File: config.mk
export PLATFORM = sky130hd
export DESIGN_NAME = morse_tx_encoder_flat
export DESIGN_NICKNAME = d
export VERILOG_FILES = /design/src/rtl/morse_tx_encoder_if.sv /design/src/rtl/morse_tx_encoder.sv /design/src/flat_wrapper.sv
export SDC_FILE = /design/constraint.sdc
export NUM_CORES = 1
export LEC_CHECK = 0
export BUFFER_PORTS_ARGS = -buffer_cell sky130_fd_sc_hd__clkbuf_2
export CAP_MARGIN = 20
export CORE_MARGIN = 3
export CORE_UTILIZATION = 60
export CTS_CLUSTER_DIAMETER = 50
export CTS_CLUSTER_SIZE = 25
export DETAILED_ROUTE_END_ITERATION = 8
export GPL_ROUTABILITY_DRIVEN = 1
export PLACE_DENSITY = 0.78
export SLEW_MARGIN = 20
export SYNTH_ARGS = -nofsm -noshare
export SYNTH_HDL_FRONTEND = slang
export SYNTH_SLANG_ARGS = --single-unit
File: constraint.sdc
create_clock -name clock -period 3.5 [get_ports clock]
set_input_delay 0.525 -clock clock [delete_from_list [all_inputs] [get_ports clock]]
set_output_delay 0.525 -clock clock [all_outputs]
set_load 0.005 [all_outputs]
File: src/rtl/morse_tx_encoder_if.sv
// Character handshake and key-line outputs of the Morse transmitter.
// The source drives char_valid/char_in; the encoder drives the rest.
interface morse_tx_encoder_if;
  logic       char_valid;
  logic [7:0] char_in;
  logic       char_ready;
  logic       key_out;
  logic [1:0] sym_out;
  logic       busy;
  logic       char_err;

  modport master (
    output char_valid,
    output char_in,
    input  char_ready,
    input  key_out,
    input  sym_out,
    input  busy,
    input  char_err
  );

  modport slave (
    input  char_valid,
    input  char_in,
    output char_ready,
    output key_out,
    output sym_out,
    output busy,
    output char_err
  );
endinterface

File: src/rtl/morse_tx_encoder.sv
// Morse transmitter: takes one ASCII character per handshake and keys
// it out as dots/dashes with unit-based mark and gap timing.
module morse_tx_encoder #(
  parameter int DOT_TICKS = 12500000,
  parameter int CNT_W     = 30
) (
  input  logic              clock,
  input  logic              reset,
  morse_tx_encoder_if.slave bus
);

  localparam logic [2:0] S_IDLE     = 3'd0;
  localparam logic [2:0] S_MARK     = 3'd1;
  localparam logic [2:0] S_SYM_GAP  = 3'd2;
  localparam logic [2:0] S_CHAR_GAP = 3'd3;
  localparam logic [2:0] S_WORD_GAP = 3'd4;

  // Last count value of a 1-, 3- and 7-unit interval.
  localparam logic [CNT_W-1:0] L_U1 = CNT_W'(DOT_TICKS - 1);
  localparam logic [CNT_W-1:0] L_U3 = CNT_W'(3 * DOT_TICKS - 1);
  localparam logic [CNT_W-1:0] L_U7 = CNT_W'(7 * DOT_TICKS - 1);

  logic [2:0]       r_state;
  logic [CNT_W-1:0] r_cnt;
  logic [4:0]       r_pat;
  logic [2:0]       r_left;
  logic             r_key;
  logic [1:0]       r_sym;
  logic             r_busy;
  logic             r_ready;
  logic             r_err;

  logic [7:0]       w_up;
  logic             w_ok;
  logic             w_space;
  logic [2:0]       w_len;
  logic [4:0]       w_pat;
  logic             w_acc;
  logic [CNT_W-1:0] w_dur;
  logic             w_done;
  logic [2:0]       w_ns;
  logic             w_bit;

  assign w_acc = bus.char_valid & r_ready;

  // Fold lower case onto upper case before the code lookup.
  always_comb begin
    w_up = bus.char_in;
    if (bus.char_in >= 8'h61 && bus.char_in <= 8'h7A)
      w_up = bus.char_in - 8'h20;
  end

  // Code ROM: length and left-aligned pattern, bit 4 sent first, 1 = dash.
  always_comb begin
    w_ok    = 1'b0;
    w_space = 1'b0;
    w_len   = 3'd0;
    w_pat   = 5'b00000;
    case (w_up)
      8'h20: w_space = 1'b1;
      8'h41: {w_ok, w_len, w_pat} = {1'b1, 3'd2, 5'b01000};
      8'h42: {w_ok, w_len, w_pat} = {1'b1, 3'd4, 5'b10000};
      8'h43: {w_ok, w_len, w_pat} = {1'b1, 3'd4, 5'b10100};
      8'h44: {w_ok, w_len, w_pat} = {1'b1, 3'd3, 5'b10000};
      8'h45: {w_ok, w_len, w_pat} = {1'b1, 3'd1, 5'b00000};
      8'h46: {w_ok, w_len, w_pat} = {1'b1, 3'd4, 5'b00100};
      8'h47: {w_ok, w_len, w_pat} = {1'b1, 3'd3, 5'b11000};
      8'h48: {w_ok, w_len, w_pat} = {1'b1, 3'd4, 5'b00000};
      8'h49: {w_ok, w_len, w_pat} = {1'b1, 3'd2, 5'b00000};
      8'h4A: {w_ok, w_len, w_pat} = {1'b1, 3'd4, 5'b01110};
      8'h4B: {w_ok, w_len, w_pat} = {1'b1, 3'd3, 5'b10100};
      8'h4C: {w_ok, w_len, w_pat} = {1'b1, 3'd4, 5'b01000};
      8'h4D: {w_ok, w_len, w_pat} = {1'b1, 3'd2, 5'b11000};
      8'h4E: {w_ok, w_len, w_pat} = {1'b1, 3'd2, 5'b10000};
      8'h4F: {w_ok, w_len, w_pat} = {1'b1, 3'd3, 5'b11100};
      8'h50: {w_ok, w_len, w_pat} = {1'b1, 3'd4, 5'b01100};
      8'h51: {w_ok, w_len, w_pat} = {1'b1, 3'd4, 5'b11010};
      8'h52: {w_ok, w_len, w_pat} = {1'b1, 3'd3, 5'b01000};
      8'h53: {w_ok, w_len, w_pat} = {1'b1, 3'd3, 5'b00000};
      8'h54: {w_ok, w_len, w_pat} = {1'b1, 3'd1, 5'b10000};
      8'h55: {w_ok, w_len, w_pat} = {1'b1, 3'd3, 5'b00100};
      8'h56: {w_ok, w_len, w_pat} = {1'b1, 3'd4, 5'b00010};
      8'h57: {w_ok, w_len, w_pat} = {1'b1, 3'd3, 5'b01100};
      8'h58: {w_ok, w_len, w_pat} = {1'b1, 3'd4, 5'b10010};
      8'h59: {w_ok, w_len, w_pat} = {1'b1, 3'd4, 5'b10110};
      8'h5A: {w_ok, w_len, w_pat} = {1'b1, 3'd4, 5'b11000};
      8'h30: {w_ok, w_len, w_pat} = {1'b1, 3'd5, 5'b11111};
      8'h31: {w_ok, w_len, w_pat} = {1'b1, 3'd5, 5'b01111};
      8'h32: {w_ok, w_len, w_pat} = {1'b1, 3'd5, 5'b00111};
      8'h33: {w_ok, w_len, w_pat} = {1'b1, 3'd5, 5'b00011};
      8'h34: {w_ok, w_len, w_pat} = {1'b1, 3'd5, 5'b00001};
      8'h35: {w_ok, w_len, w_pat} = {1'b1, 3'd5, 5'b00000};
      8'h36: {w_ok, w_len, w_pat} = {1'b1, 3'd5, 5'b10000};
      8'h37: {w_ok, w_len, w_pat} = {1'b1, 3'd5, 5'b11000};
      8'h38: {w_ok, w_len, w_pat} = {1'b1, 3'd5, 5'b11100};
      8'h39: {w_ok, w_len, w_pat} = {1'b1, 3'd5, 5'b11110};
      default: begin
        w_ok    = 1'b0;
        w_space = 1'b0;
      end
    endcase
  end

  // Length of the interval the current state times out.
  always_comb begin
    w_dur = '0;
    case (r_state)
      S_MARK:     w_dur = r_pat[4] ? L_U3 : L_U1;
      S_SYM_GAP:  w_dur = L_U1;
      S_CHAR_GAP: w_dur = L_U3;
      S_WORD_GAP: w_dur = L_U7;
      default:    w_dur = '0;
    endcase
  end

  assign w_done = (r_cnt == w_dur);

  // Next-state logic.
  always_comb begin
    w_ns = r_state;
    case (r_state)
      S_IDLE: begin
        if (w_acc && w_ok)
          w_ns = S_MARK;
        else if (w_acc && w_space)
          w_ns = S_WORD_GAP;
      end
      S_MARK: begin
        if (w_done)
          w_ns = (r_left != 3'd0) ? S_SYM_GAP : S_CHAR_GAP;
      end
      S_SYM_GAP: begin
        if (w_done)
          w_ns = S_MARK;
      end
      S_CHAR_GAP, S_WORD_GAP: begin
        if (w_done)
          w_ns = S_IDLE;
      end
      default: w_ns = S_IDLE;
    endcase
  end

  // A fresh character keys its first symbol straight from the ROM.
  assign w_bit = (r_state == S_IDLE) ? w_pat[4] : r_pat[4];

  // State register and unit counter; counter restarts on every state change.
  always_ff @(posedge clock or posedge reset) begin
    if (reset) begin
      r_state <= S_IDLE;
      r_cnt   <= '0;
    end else begin
      r_state <= w_ns;
      if (w_ns != r_state || r_state == S_IDLE)
        r_cnt <= '0;
      else
        r_cnt <= r_cnt + 1'b1;
    end
  end

  // Symbol shifter: loaded on accept, advanced as each mark ends.
  always_ff @(posedge clock or posedge reset) begin
    if (reset) begin
      r_pat  <= 5'b00000;
      r_left <= 3'd0;
    end else if (r_state == S_IDLE && w_acc && w_ok) begin
      r_pat  <= w_pat;
      r_left <= w_len - 3'd1;
    end else if (r_state == S_MARK && w_done && r_left != 3'd0) begin
      r_pat  <= {r_pat[3:0], 1'b0};
      r_left <= r_left - 3'd1;
    end
  end

  // Registered outputs derived from the state being entered.
  always_ff @(posedge clock or posedge reset) begin
    if (reset) begin
      r_key   <= 1'b0;
      r_sym   <= 2'b00;
      r_busy  <= 1'b0;
      r_ready <= 1'b1;
      r_err   <= 1'b0;
    end else begin
      r_key   <= (w_ns == S_MARK);
      r_sym   <= (w_ns == S_MARK) ? {1'b1, w_bit} : 2'b00;
      r_busy  <= (w_ns != S_IDLE);
      r_ready <= (w_ns == S_IDLE);
      r_err   <= w_acc & ~w_ok & ~w_space;
    end
  end

  assign bus.key_out    = r_key;
  assign bus.sym_out    = r_sym;
  assign bus.busy       = r_busy;
  assign bus.char_ready = r_ready;
  assign bus.char_err   = r_err;

endmodule
File: src/flat_wrapper.sv
// flat-port wrapper written by rule: the top's interface ports become plain ports
module morse_tx_encoder_flat 
#(
  parameter int DOT_TICKS = 12500000,
  parameter int CNT_W     = 30
)
  (clock, reset, bus_char_valid, bus_char_in, bus_char_ready, bus_key_out, bus_sym_out, bus_busy, bus_char_err);
  morse_tx_encoder_if bus_i ();
  input  logic clock;
  input  logic reset;
  input wire logic [$bits(bus_i.char_valid)-1:0] bus_char_valid;
  input wire logic [$bits(bus_i.char_in)-1:0] bus_char_in;
  output wire logic [$bits(bus_i.char_ready)-1:0] bus_char_ready;
  output wire logic [$bits(bus_i.key_out)-1:0] bus_key_out;
  output wire logic [$bits(bus_i.sym_out)-1:0] bus_sym_out;
  output wire logic [$bits(bus_i.busy)-1:0] bus_busy;
  output wire logic [$bits(bus_i.char_err)-1:0] bus_char_err;
  assign bus_i.char_valid = bus_char_valid;
  assign bus_i.char_in = bus_char_in;
  assign bus_char_ready = bus_i.char_ready;
  assign bus_key_out = bus_i.key_out;
  assign bus_sym_out = bus_i.sym_out;
  assign bus_busy = bus_i.busy;
  assign bus_char_err = bus_i.char_err;
  morse_tx_encoder #(.DOT_TICKS(DOT_TICKS), .CNT_W(CNT_W)) u_core (.clock(clock), .reset(reset), .bus(bus_i));
endmodule
======== Word level (Yosys, flattened, before mapping) ========
Index checks and enable logic that the tools add are counted.
operators by class
  muxes and demuxes ....................... 21
  order comparisons ....................... 2
  add/subtract/negate cells ............... 4
  equality and inequality tests ........... 44
  bitwise gates (word level) .............. 5
  reductions and logical operators ........ 27
operators by type and width
  operator                                                                number
  8-bit by 7-bit == test with 1-bit output (second input constant)        26
  30-bit one-hot mux with 4 select lines                                  1
  5-bit one-hot mux with 18 select lines                                  1
  8-bit by 6-bit == test with 1-bit output (second input constant)        11
  36-bit OR reduction                                                     1
  30-bit by 1-bit adder with 30-bit output (second input constant)        1
  30-bit == test                                                          1
  30-bit two-way mux                                                      1
  26-bit two-way mux                                                      1
  3-bit two-way mux                                                       7
  3-bit one-hot mux with 5 select lines                                   1
  3-bit one-hot mux with 4 select lines                                   1
  12-bit OR reduction                                                     1
  2-bit OR reduction                                                      6
  5-bit two-way mux                                                       2
  10-bit OR reduction                                                     1
  8-bit by 7-bit >= comparator with 1-bit output (second input constant)  1
  8-bit by 7-bit <= comparator with 1-bit output (second input constant)  1
  8-bit two-way mux                                                       1
  4-bit OR reduction                                                      2
  8-bit OR reduction                                                      1
  8-bit by 6-bit subtractor with 8-bit output (second input constant)     1
  1-bit logical AND                                                       7
  3-bit by 1-bit == test with 1-bit output (second input constant)        2
  other kinds (14)                                                        24
word-level totals
  input bits .............................. 11
  word-level logic and storage cells ...... 112
  flip-flop bits (word level) ............. 47
  output and inout port bits .............. 6

======== Logic depth before layout (Yosys ltp) ========
Gate-level depths: netlist (run 1).
  depth in word-level cells ............... 12
  depth in mapped cells ................... 14
  depth with buffers taken out ............ 13

======== Worst setup path before layout (run 1) ========
No wires, ideal clock.
  kind .................................... input -> register
  start point ............................. in bus_char_in[5]
  end point ............................... reg u_core.r_left[2]
  library setup time ...................... 0.079 ns
  cell stages on the path ................. 13
  arrival ................................. 3.108 ns
  path slack .............................. 0.313 ns
  required time ........................... 3.421 ns
  path through ............................ clkbuf_1 > inv_1 > ha_1 > o21a_1 > a211o_1 > o21ai_1 > nor4_4 > nor3_2 > mux2i_1 > ha_1 > nand4_1 > xor2_1 > mux2i_1
on the way
  word-level cells in the longest chain between the ends .. 8
RTL lines
  what                                                                                                                     RTL line                                          text
  start, declared                                                                                                          flat_wrapper.sv:12                                input wire logic [$bits(bus_i.char_in)-1:0] bus_char_in;
  8-bit by 7-bit >= comparator with 1-bit output / 8-bit by 7-bit <= comparator with 1-bit output (equally long branches)  morse_tx_encoder.sv:49                            if (bus.char_in >= 8'h61 && bus.char_in <= 8'h7A)
  1-bit logical AND                                                                                                        morse_tx_encoder.sv:49
  8-bit two-way mux *                                                                                                      morse_tx_encoder.sv:49
  8-bit by 7-bit == test with 1-bit output / 8-bit by 6-bit == test with 1-bit output (equally long branches)              morse_tx_encoder.sv:59                            case (w_up)
  12-bit OR reduction (no line) (tied with other cells)                                                                    n/a
  3-bit one-hot mux with 5 select lines / 1-bit two-way mux (equally long branches)                                        morse_tx_encoder.sv:59
  3-bit by 1-bit subtractor with 3-bit output / 1-bit logical AND (equally long branches)                                  morse_tx_encoder.sv:168, morse_tx_encoder.sv:166
  3-bit two-way mux / 2-bit nonzero test (equally long branches)                                                           n/a
  end signal, assigned                                                                                                     morse_tx_encoder.sv:168                           r_left <= w_len - 3'd1;
  end signal, assigned                                                                                                     morse_tx_encoder.sv:171                           r_left <= r_left - 3'd1;
  end, declared                                                                                                            morse_tx_encoder.sv:26                            logic [2:0] r_left;
Mark *: on every way between the ends. The rest lies on a longest branch, timed or not.
A chain may end at the register's enable or synchronous reset.

======== Worst setup path in the final report (run 1) ========
Same ends and word-level chain as after synthesis.

==> flow_results.xml, run 1 <==
<?xml version="1.0" encoding="UTF-8"?>
<metrics>
  <group name="run_status">
    <metric name="outcome" unit="">complete, no violations</metric>
  </group>
  <group name="die">
    <metric name="core" unit="sq um">5270</metric>
    <metric name="io_pins" unit="">17</metric>
    <metric name="initial_cell_density_of_the_core" unit="">0.637</metric>
    <metric name="rows" unit="">26</metric>
    <metric name="die_w" unit="um">80.8</metric>
    <metric name="dieArea" unit="sq um">6530</metric>
    <metric name="die_height" unit="um">80.8</metric>
  </group>
  <group name="sta">
    <metric name="slew_violations" unit="">0</metric>
    <metric name="finalCriticalPeriod" unit="ns">3.02</metric>
    <metric name="slew_headroom" unit="">0.363</metric>
    <metric name="transition_time_at_the_pin_with_the_least_slew_margin" unit="ns">0.955</metric>
    <metric name="setup_violators_final" unit="">0</metric>
    <metric name="rsz0062_at_grt" unit="">false</metric>
    <metric name="fmax" unit="MHz">332</metric>
    <metric name="hold_viol" unit="">0</metric>
    <metric name="finalSetupTns" unit="ns">0</metric>
    <metric name="fin_skew" unit="ns">0.0105</metric>
    <metric name="finalCritPeriodShare" unit="">0.862</metric>
  </group>
  <group name="clock_tree">
    <metric name="cts.sink_count" unit="">46</metric>
    <metric name="hold_buffers" unit="">0</metric>
    <metric name="clock_tree_from_tritoncts" unit="">done</metric>
    <metric name="clock_tree.root_cell" unit="">sky130_fd_sc_hd__clkbuf_8</metric>
    <metric name="clkLatencyLatePin" unit="ns">0.31</metric>
    <metric name="postCtsSetupBuffers" unit="">0</metric>
    <metric name="tritoncts.num_buffers" unit="">5</metric>
    <metric name="htree_num_levels" unit="">2</metric>
    <metric name="worst_setup_hold_path_clk_slew" unit="ns">0.10</metric>
    <metric name="ctsResizeCount" unit="">0</metric>
    <metric name="cts.path.max_buffers" unit="">2</metric>
  </group>
  <group name="global_route">
    <metric name="grt_antenna_before_repair" unit="">0</metric>
    <metric name="grt_use_total" unit="">0.258</metric>
    <metric name="global_route_met1_usage" unit="">0.368</metric>
    <metric name="gr-total-overflow" unit="">0</metric>
    <metric name="gr-usage-met3" unit="">0.0576</metric>
    <metric name="globalRouteMet2Util" unit="">0.401</metric>
    <metric name="grt_pass1_vias" unit="">2755</metric>
    <metric name="grt_most_used_layer" unit="">met2</metric>
    <metric name="pin_count_of_the_biggest_net_entering_global_routing" unit="">47</metric>
    <metric name="grt_first_pass_wirelength" unit="um">13200</metric>
  </group>
  <group name="synth">
    <metric name="synth.area.top_cells" unit="">sky130_fd_sc_hd__dfrtp_1, sky130_fd_sc_hd__xor2_1, sky130_fd_sc_hd__nor2_1, sky130_fd_sc_hd__mux2i_1, sky130_fd_sc_hd__nand2_1</metric>
    <metric name="post-synth-top-area-fraction" unit="">0.335</metric>
    <metric name="synthesized_area_per_cell" unit="sq um">8.43</metric>
    <metric name="synth_area" unit="sq um">3360</metric>
    <metric name="synth_enable_flop_cells" unit="">0</metric>
    <metric name="synth-main-ff-cell" unit="">sky130_fd_sc_hd__dfrtp_1</metric>
    <metric name="synth.distinct_cells" unit="">65</metric>
    <metric name="yosysSeqAreaShare" unit="">0.343</metric>
    <metric name="synth_warnings" unit="">0</metric>
    <metric name="ys_ff_latch" unit="">46</metric>
    <metric name="synthesis.instances" unit="">398</metric>
    <metric name="ys_async_sr_fraction" unit="">1.00</metric>
    <metric name="postSynthNetCount" unit="">412</metric>
    <metric name="synthDominantAreaCellType" unit="">sky130_fd_sc_hd__dfrtp_1</metric>
  </group>
  <group name="cells_and_area">
    <metric name="finish.net_count" unit="">423</metric>
    <metric name="post-route-util" unit="">0.685</metric>
    <metric name="post_route_cells_drive_above_1_share" unit="">0.129</metric>
    <metric name="syn2layout_area_growth" unit="%">7.53</metric>
    <metric name="n_antenna_cell" unit="">0</metric>
  </group>
  <group name="drt">
    <metric name="dr.first_iter.drc_count" unit="">245</metric>
    <metric name="drt-total-wl" unit="um">8030</metric>
    <metric name="wire_per_inst" unit="um">16.7</metric>
    <metric name="via_count" unit="">2990</metric>
    <metric name="postRouteAntennaNets" unit="">0</metric>
    <metric name="drt_drc_violations_left" unit="">0</metric>
    <metric name="detailedRoute.firstPassIterationCount" unit="">5</metric>
    <metric name="vias_per_cell" unit="">6.23</metric>
  </group>
  <group name="job">
    <metric name="cap_viol_max_count" unit="">0</metric>
  </group>
  <group name="setup_path">
    <metric name="ff2ff_setup_slack" unit="ns">0.75</metric>
    <metric name="timing.critical_path.slowest_cell_delay" unit="ns">0.41</metric>
    <metric name="crit_path_top_delay_cell" unit="">sky130_fd_sc_hd__o21ai_0</metric>
    <metric name="timing.critical_path.fanout_max" unit="">4</metric>
    <metric name="source_of_the_critical_timing_path" unit="">bus_char_in[5]</metric>
    <metric name="cp.buffers_inverters" unit="">2</metric>
    <metric name="critical_path.top_delay_family" unit="">simple AND/OR/NAND/NOR gates</metric>
    <metric name="reg2reg_to" unit="">u_core.r_left[0]</metric>
    <metric name="worstRegToRegCells" unit="">7</metric>
    <metric name="crit_path_cells" unit="">clkbuf_2 &gt; inv_1 &gt; ha_1 &gt; o21ai_0 &gt; a32oi_1 &gt; nor3_2 &gt; nor4_4 &gt; nor3_2 &gt; mux2i_1 &gt; ha_1 &gt; nand4_1 &gt; xor2_1 &gt; mux2i_1</metric>
    <metric name="critical_path_required" unit="ns">3.68</metric>
    <metric name="regToRegStartpoint" unit="">u_core.r_state[2]</metric>
    <metric name="timing.critical_path.from_type" unit="">input port</metric>
    <metric name="endpoint_type_of_the_worst_setup_path" unit="">flip-flop</metric>
    <metric name="cp.arrival" unit="ns">3.20</metric>
    <metric name="critPathKind" unit="">input port to flip-flop</metric>
  </group>
  <group name="place">
    <metric name="buffer_ports.inserted" unit="">16</metric>
    <metric name="place.detailed.hpwl" unit="um">5940</metric>
    <metric name="gp_congestion" unit="">0.929</metric>
  </group>
  <group name="power_and_ir_drop">
    <metric name="peakVddDrop" unit="V">0.000293</metric>
    <metric name="power.density_cell_area" unit="nW/um^2">481</metric>
    <metric name="p_leak" unit="uW">0.00154</metric>
  </group>
  <group name="worst_hold_path">
    <metric name="worst_hold_path_type" unit="">input port to asynchronous set/reset pin</metric>
  </group>
</metrics>
-- metrics by stage --
step | instances | area, sq um | hold slack [ns] | worst slack, ns | total power [uW]
2_1_floorplan | 398 | 3360 | 0.483 | 0.313 | 1200
3_3_place_gp | 472 | 3500 | 0.528 | 0.258 | 1330
3_5_place_dp | 472 | 3500 | 0.537 | 0.151 | 1360
4_1_cts | 480 | 3610 | 0.458 | 0.484 | 1740
5_1_grt | 480 | 3610 | 0.504 | 0.293 | 1850
6_report | 480 | 3610 | 0.412 | 0.484 | 1740
-- worst reg2reg max path: stages, from the launching register on --
cell and delay [ns]:
sky130_fd_sc_hd__dfrtp_1 0.48, sky130_fd_sc_hd__or3_1 0.57, sky130_fd_sc_hd__a2111oi_2 0.34, sky130_fd_sc_hd__a31oi_1 0.13
sky130_fd_sc_hd__a221oi_4 0.39, sky130_fd_sc_hd__nand4_2 0.33, sky130_fd_sc_hd__xor2_1 0.24, sky130_fd_sc_hd__mux2i_1 0.19
-- cell families (layout without fill, tap and decap cells) --
kind of cell             count (synthesis)  after routing  share of synthesized area
AO/OA/AOI/OAI                           76             76                      0.167
XOR/XNOR                                33             33                     0.0861
adder cells (fa/ha/maj)                  3              3                     0.0112
buffers and inverters                   38             50                     0.0485
flip-flops                              46             46                      0.343
multiplexers                            15             15                     0.0447
AND/OR/NAND/NOR                        187            187                      0.299
-- synth_stat cells, types with 2 or more instances --
library cell	number
sky130_fd_sc_hd__o22ai_1	3
sky130_fd_sc_hd__o211ai_1	4
sky130_fd_sc_hd__nor2b_1	6
sky130_fd_sc_hd__nor3b_1	4
sky130_fd_sc_hd__o32a_1	2
sky130_fd_sc_hd__xor2_1	22
sky130_fd_sc_hd__o21ai_1	5
sky130_fd_sc_hd__and4_1	6
sky130_fd_sc_hd__and3_1	7
sky130_fd_sc_hd__buf_2	7
sky130_fd_sc_hd__or2_2	2
sky130_fd_sc_hd__a22o_1	2
sky130_fd_sc_hd__clkbuf_1	14
sky130_fd_sc_hd__nand2b_1	12
sky130_fd_sc_hd__nand3b_1	2
sky130_fd_sc_hd__nand4_1	8
sky130_fd_sc_hd__a22oi_1	2
sky130_fd_sc_hd__a211oi_1	4
sky130_fd_sc_hd__nand2_1	30
sky130_fd_sc_hd__nor3_2	2
sky130_fd_sc_hd__nor3_1	8
sky130_fd_sc_hd__nand3_1	22
sky130_fd_sc_hd__a31oi_1	6
sky130_fd_sc_hd__dfrtp_1	45
sky130_fd_sc_hd__nor2_1	51
sky130_fd_sc_hd__ha_1	3
sky130_fd_sc_hd__o21ai_0	16
sky130_fd_sc_hd__o31ai_1	4
sky130_fd_sc_hd__xnor2_1	11
sky130_fd_sc_hd__inv_1	13
sky130_fd_sc_hd__nor4_1	7
sky130_fd_sc_hd__or4_1	4
sky130_fd_sc_hd__mux2i_1	15
sky130_fd_sc_hd__or3_1	8
sky130_fd_sc_hd__a21oi_1	11
-- placed cells by master (no fill, tap or decap), drive strengths merged, types with 2 or more instances in the layout --
cell type | synthesis | layout
a21oi | 12 | 12
and3 | 7 | 7
a31oi | 7 | 7
a22oi | 2 | 2
o211ai | 4 | 4
xor2 | 22 | 22
mux2i | 15 | 15
nand4 | 9 | 9
nand2b | 12 | 12
a22o | 2 | 2
buf | 10 | 12
inv | 13 | 13
dfrtp | 45 | 45
o31ai | 4 | 4
or3 | 8 | 8
a211oi | 5 | 5
nand3 | 22 | 22
o32a | 2 | 2
nor2b | 6 | 6
o21ai | 21 | 21
and4 | 6 | 6
nand2 | 30 | 30
ha | 3 | 3
nand3b | 2 | 2
or4 | 4 | 4
xnor2 | 11 | 11
o2111ai | 2 | 2
nor3 | 10 | 10
clkinv | 1 | 2
nor3b | 4 | 4
nor2 | 51 | 51
clkbuf | 14 | 23
o22ai | 4 | 4
nor4 | 8 | 8
or2 | 2 | 2
-- state kept, by name, summed over array words and instances, names as in the netlist --
| signal | cells |
|---|---|
| u_core.bus.busy | 1 |
| u_core.bus.char_err | 1 |
| u_core.bus.char_ready | 1 |
| u_core.bus.key_out | 1 |
| u_core.bus.sym_out | 1 |
| u_core.r_cnt | 30 |
| u_core.r_left | 3 |
| u_core.r_pat | 5 |
| u_core.r_state | 3 |
-- routing by layer --
layer	routed length [um]	up-vias
li1	-	1449
met4	96	0
met3	555	13
met1	3720	1411
met2	3650	117
met5	0	-
-- how the worst max path moves through the flow --
stage,slack (ns),end,cells after the start
2_1_floorplan,0.31,u_core.r_left[2],13
3_3_place_gp,0.26,u_core.r_left[2],12
3_5_place_dp,0.15,u_core.r_left[2],12
4_1_cts,0.48,u_core.r_left[2],12
5_1_grt,0.29,u_core.r_left[2],13
6_report,0.48,u_core.r_left[2],13
-- power by group --
part,switching (uW),internal (uW)
sequential,74.9,618
clock,190,181
combinational,419,253
-- cell type report --
| cell class | count | area, sq um |
|---|---|---|
| Tap cell | 70 | 87.6 |
| Clock inverter | 1 | 8.76 |
| Sequential cell | 46 | 1150 |
| Inverter | 14 | 52.6 |
| Multi-Input combinational cell | 314 | 2040 |
| Clock buffer | 7 | 96.3 |
| Timing Repair Buffer | 28 | 170 |
| Fill cell | 424 | 1660 |
(Power assumes the default switching activity.)
==> run 2, diff against run 1 <==
--- a/config.mk
+++ b/config.mk
@@ -7,7 +7,7 @@
 export LEC_CHECK = 0
 export BUFFER_PORTS_ARGS = -buffer_cell sky130_fd_sc_hd__clkbuf_2
 export CAP_MARGIN = 20
-export CORE_MARGIN = 3
+export CORE_MARGIN = 1
 export CORE_UTILIZATION = 60
 export CTS_CLUSTER_DIAMETER = 50
 export CTS_CLUSTER_SIZE = 25
==> run 2 against run 1 <==
Compared with the run above: clock skew shrank 0.0020 ns; critical path depth is the same; register-to-register slack worse by 0.02 ns; non-clock buffer count is 2 lower; sequential power is essentially flat; maximum frequency is 2.0% lower; routed wire length fell by 7.3%; sequential share of layout area rose by 0.30 points; critical endpoint unchanged; global-route usage grew 1.6 points; utilization down 0.22 points.
==> flow_results.xml, run 2 (synthesized netlist as in run 1, its figures left out) <==
<?xml version="1.0" encoding="UTF-8"?>
<metrics>
  <group name="run_status">
    <metric name="outcome" unit="">complete, no violations</metric>
  </group>
  <group name="sta">
    <metric name="slew_headroom" unit="">0.381</metric>
    <metric name="rsz0062_at_grt" unit="">false</metric>
    <metric name="fmax" unit="MHz">325</metric>
    <metric name="transition_time_at_the_pin_with_the_least_slew_margin" unit="ns">0.927</metric>
    <metric name="fin_skew" unit="ns">0.00852</metric>
    <metric name="finalCriticalPeriod" unit="ns">3.08</metric>
    <metric name="setup_violators_final" unit="">0</metric>
    <metric name="slew_violations" unit="">0</metric>
    <metric name="finalCritPeriodShare" unit="">0.880</metric>
    <metric name="hold_viol" unit="">0</metric>
    <metric name="finalSetupTns" unit="ns">0</metric>
  </group>
  <group name="clock_tree">
    <metric name="clock_tree_from_tritoncts" unit="">done</metric>
    <metric name="htree_num_levels" unit="">2</metric>
    <metric name="hold_buffers" unit="">0</metric>
    <metric name="cts.sink_count" unit="">46</metric>
    <metric name="ctsResizeCount" unit="">0</metric>
    <metric name="clkLatencyLatePin" unit="ns">0.30</metric>
    <metric name="worst_setup_hold_path_clk_slew" unit="ns">0.09</metric>
    <metric name="clock_tree.root_cell" unit="">sky130_fd_sc_hd__clkbuf_8</metric>
    <metric name="postCtsSetupBuffers" unit="">0</metric>
    <metric name="cts.path.max_buffers" unit="">2</metric>
    <metric name="tritoncts.num_buffers" unit="">5</metric>
  </group>
  <group name="die">
    <metric name="io_pins" unit="">17</metric>
    <metric name="core" unit="sq um">5240</metric>
    <metric name="dieArea" unit="sq um">5900</metric>
    <metric name="initial_cell_density_of_the_core" unit="">0.641</metric>
    <metric name="rows" unit="">26</metric>
    <metric name="die_w" unit="um">76.8</metric>
    <metric name="die_height" unit="um">76.8</metric>
  </group>
  <group name="job">
    <metric name="cap_viol_max_count" unit="">0</metric>
  </group>
  <group name="place">
    <metric name="placement.cell_area" unit="sq um">3490</metric>
    <metric name="gp_congestion" unit="">1.01</metric>
    <metric name="place.detailed.hpwl" unit="um">5540</metric>
    <metric name="buffer_ports.inserted" unit="">16</metric>
  </group>
  <group name="drt">
    <metric name="vias_per_cell" unit="">6.32</metric>
    <metric name="drt_drc_violations_left" unit="">0</metric>
    <metric name="postRouteAntennaNets" unit="">0</metric>
    <metric name="dr.first_iter.drc_count" unit="">187</metric>
    <metric name="drt-total-wl" unit="um">7440</metric>
    <metric name="via_count" unit="">3019</metric>
    <metric name="detailedRoute.firstPassIterationCount" unit="">5</metric>
    <metric name="wire_per_inst" unit="um">15.6</metric>
  </group>
  <group name="setup_path">
    <metric name="reg2reg_to" unit="">u_core.r_left[1]</metric>
    <metric name="critical_path.top_delay_family" unit="">simple AND/OR/NAND/NOR gates</metric>
    <metric name="ff2ff_setup_slack" unit="ns">0.73</metric>
    <metric name="timing.critical_path.slowest_cell_delay" unit="ns">0.46</metric>
    <metric name="worstRegToRegCells" unit="">7</metric>
    <metric name="critPathKind" unit="">input port to flip-flop</metric>
    <metric name="cp.buffers_inverters" unit="">2</metric>
    <metric name="endpoint_type_of_the_worst_setup_path" unit="">flip-flop</metric>
    <metric name="regToRegStartpoint" unit="">u_core.r_state[2]</metric>
    <metric name="timing.critical_path.from_type" unit="">input port</metric>
    <metric name="crit_path_top_delay_cell" unit="">sky130_fd_sc_hd__o21ai_0</metric>
    <metric name="critical_path_required" unit="ns">3.67</metric>
    <metric name="cp.arrival" unit="ns">3.25</metric>
    <metric name="crit_path_cells" unit="">clkbuf_2 &gt; inv_1 &gt; ha_1 &gt; o21ai_0 &gt; a32oi_1 &gt; nor3_2 &gt; nor4_4 &gt; nor3_2 &gt; mux2i_1 &gt; ha_1 &gt; nand4_1 &gt; xor2_1 &gt; mux2i_1</metric>
    <metric name="timing.critical_path.fanout_max" unit="">4</metric>
  </group>
  <group name="power_and_ir_drop">
    <metric name="power.density_cell_area" unit="nW/um^2">466</metric>
    <metric name="switchingPower" unit="uW">657</metric>
    <metric name="p_leak" unit="uW">0.00152</metric>
    <metric name="power_report.internal_total" unit="uW">1010</metric>
    <metric name="peakVddDrop" unit="V">0.000262</metric>
    <metric name="power_switching_share" unit="">0.394</metric>
    <metric name="combinationalPowerShare" unit="">0.391</metric>
    <metric name="sequential_share_of_power" unit="">0.415</metric>
    <metric name="clkPwrFrac" unit="">0.194</metric>
  </group>
  <group name="cells_and_area">
    <metric name="n_antenna_cell" unit="">0</metric>
    <metric name="finalInstanceArea" unit="sq um">3580</metric>
    <metric name="syn2layout_area_growth" unit="%">6.52</metric>
    <metric name="post_route_cells_drive_above_1_share" unit="">0.123</metric>
    <metric name="finish.net_count" unit="">421</metric>
    <metric name="largest_register" unit="">u_core.r_cnt</metric>
    <metric name="reg_top3" unit="">u_core.r_cnt (30), u_core.r_pat (5)</metric>
    <metric name="mostFrequentLayoutCell" unit="">sky130_fd_sc_hd__nor2_1</metric>
    <metric name="final_cell_mix" unit="">sky130_fd_sc_hd__nor2_1, sky130_fd_sc_hd__dfrtp_1, sky130_fd_sc_hd__nand2_1, sky130_fd_sc_hd__nand3_1, sky130_fd_sc_hd__xor2_1</metric>
    <metric name="largest_register_ffs" unit="">30</metric>
  </group>
  <group name="global_route">
    <metric name="grt_use_total" unit="">0.274</metric>
    <metric name="grt_antenna_before_repair" unit="">0</metric>
    <metric name="grt_pass1_vias" unit="">2763</metric>
    <metric name="pin_count_of_the_biggest_net_entering_global_routing" unit="">47</metric>
    <metric name="grt_first_pass_wirelength" unit="um">13000</metric>
    <metric name="gr-total-overflow" unit="">0</metric>
  </group>
  <group name="worst_hold_path">
    <metric name="worst_hold_path_type" unit="">input port to asynchronous set/reset pin</metric>
  </group>
</metrics>
==> run 2: cell count changes in the layout (fill, tap and decap cells not counted), sizes merged <==
cell | previous run | this run
buf | 12 | 10
clkinv | 2 | 3
clkbuf | 23 | 22
==> run 2: worst max-delay path by stage <==
| stage | cells after the start | start | end |
|---|---|---|---|
| 6_report | 13 | bus_char_in[5] | u_core.r_left[2] |
| 3_5_place_dp | 12 | bus_char_in[0] | u_core.r_left[2] |
| 4_1_cts | 13 | bus_char_in[5] | u_core.r_left[2] |
| 3_3_place_gp | 13 | bus_char_in[5] | u_core.r_left[2] |
| 2_1_floorplan | 13 | bus_char_in[5] | u_core.r_left[2] |
| 5_1_grt | 13 | bus_char_in[5] | u_core.r_left[2] |
==> run 2: power by group through the flow <==
stage	clock network (uW)	registers, uW	logic (uW)
2_1_floorplan	0	678	526
3_5_place_dp	0	703	649
6_report	324	692	651
3_3_place_gp	0	697	630
4_1_cts	329	691	651
5_1_grt	351	703	727
==> run 2: layer usage <==
layer | routed length (um) | GRT usage
met2 | 3300 | 0.416
met1 | 3400 | 0.395
met5 | 0 | 0
met3 | 588 | 0.0452
met4 | 149 | 0.0885
==> run 2: final cells by class <==
type	instances	area, sq um
clock buffers	6	72.6
clock inverters	2	13.8
fillers	428	1660
inverters	14	52.6
multi-input cells	314	2040
flip-flops and latches	46	1150
well taps	70	87.6
repair buffers	26	155
==> run 2: stage by stage <==
step	cells	power [uW]	hold slack (ns)	setup slack [ns]	utilization
after floorplan	398	1200	0.483	0.313	-
after global placement	470	1330	0.519	0.263	0.666
after detailed placement	470	1350	0.529	0.187	0.666
after CTS	478	1670	0.452	0.491	0.683
after global routing	478	1780	0.494	0.178	0.683
final	478	1670	0.402	0.421	0.683
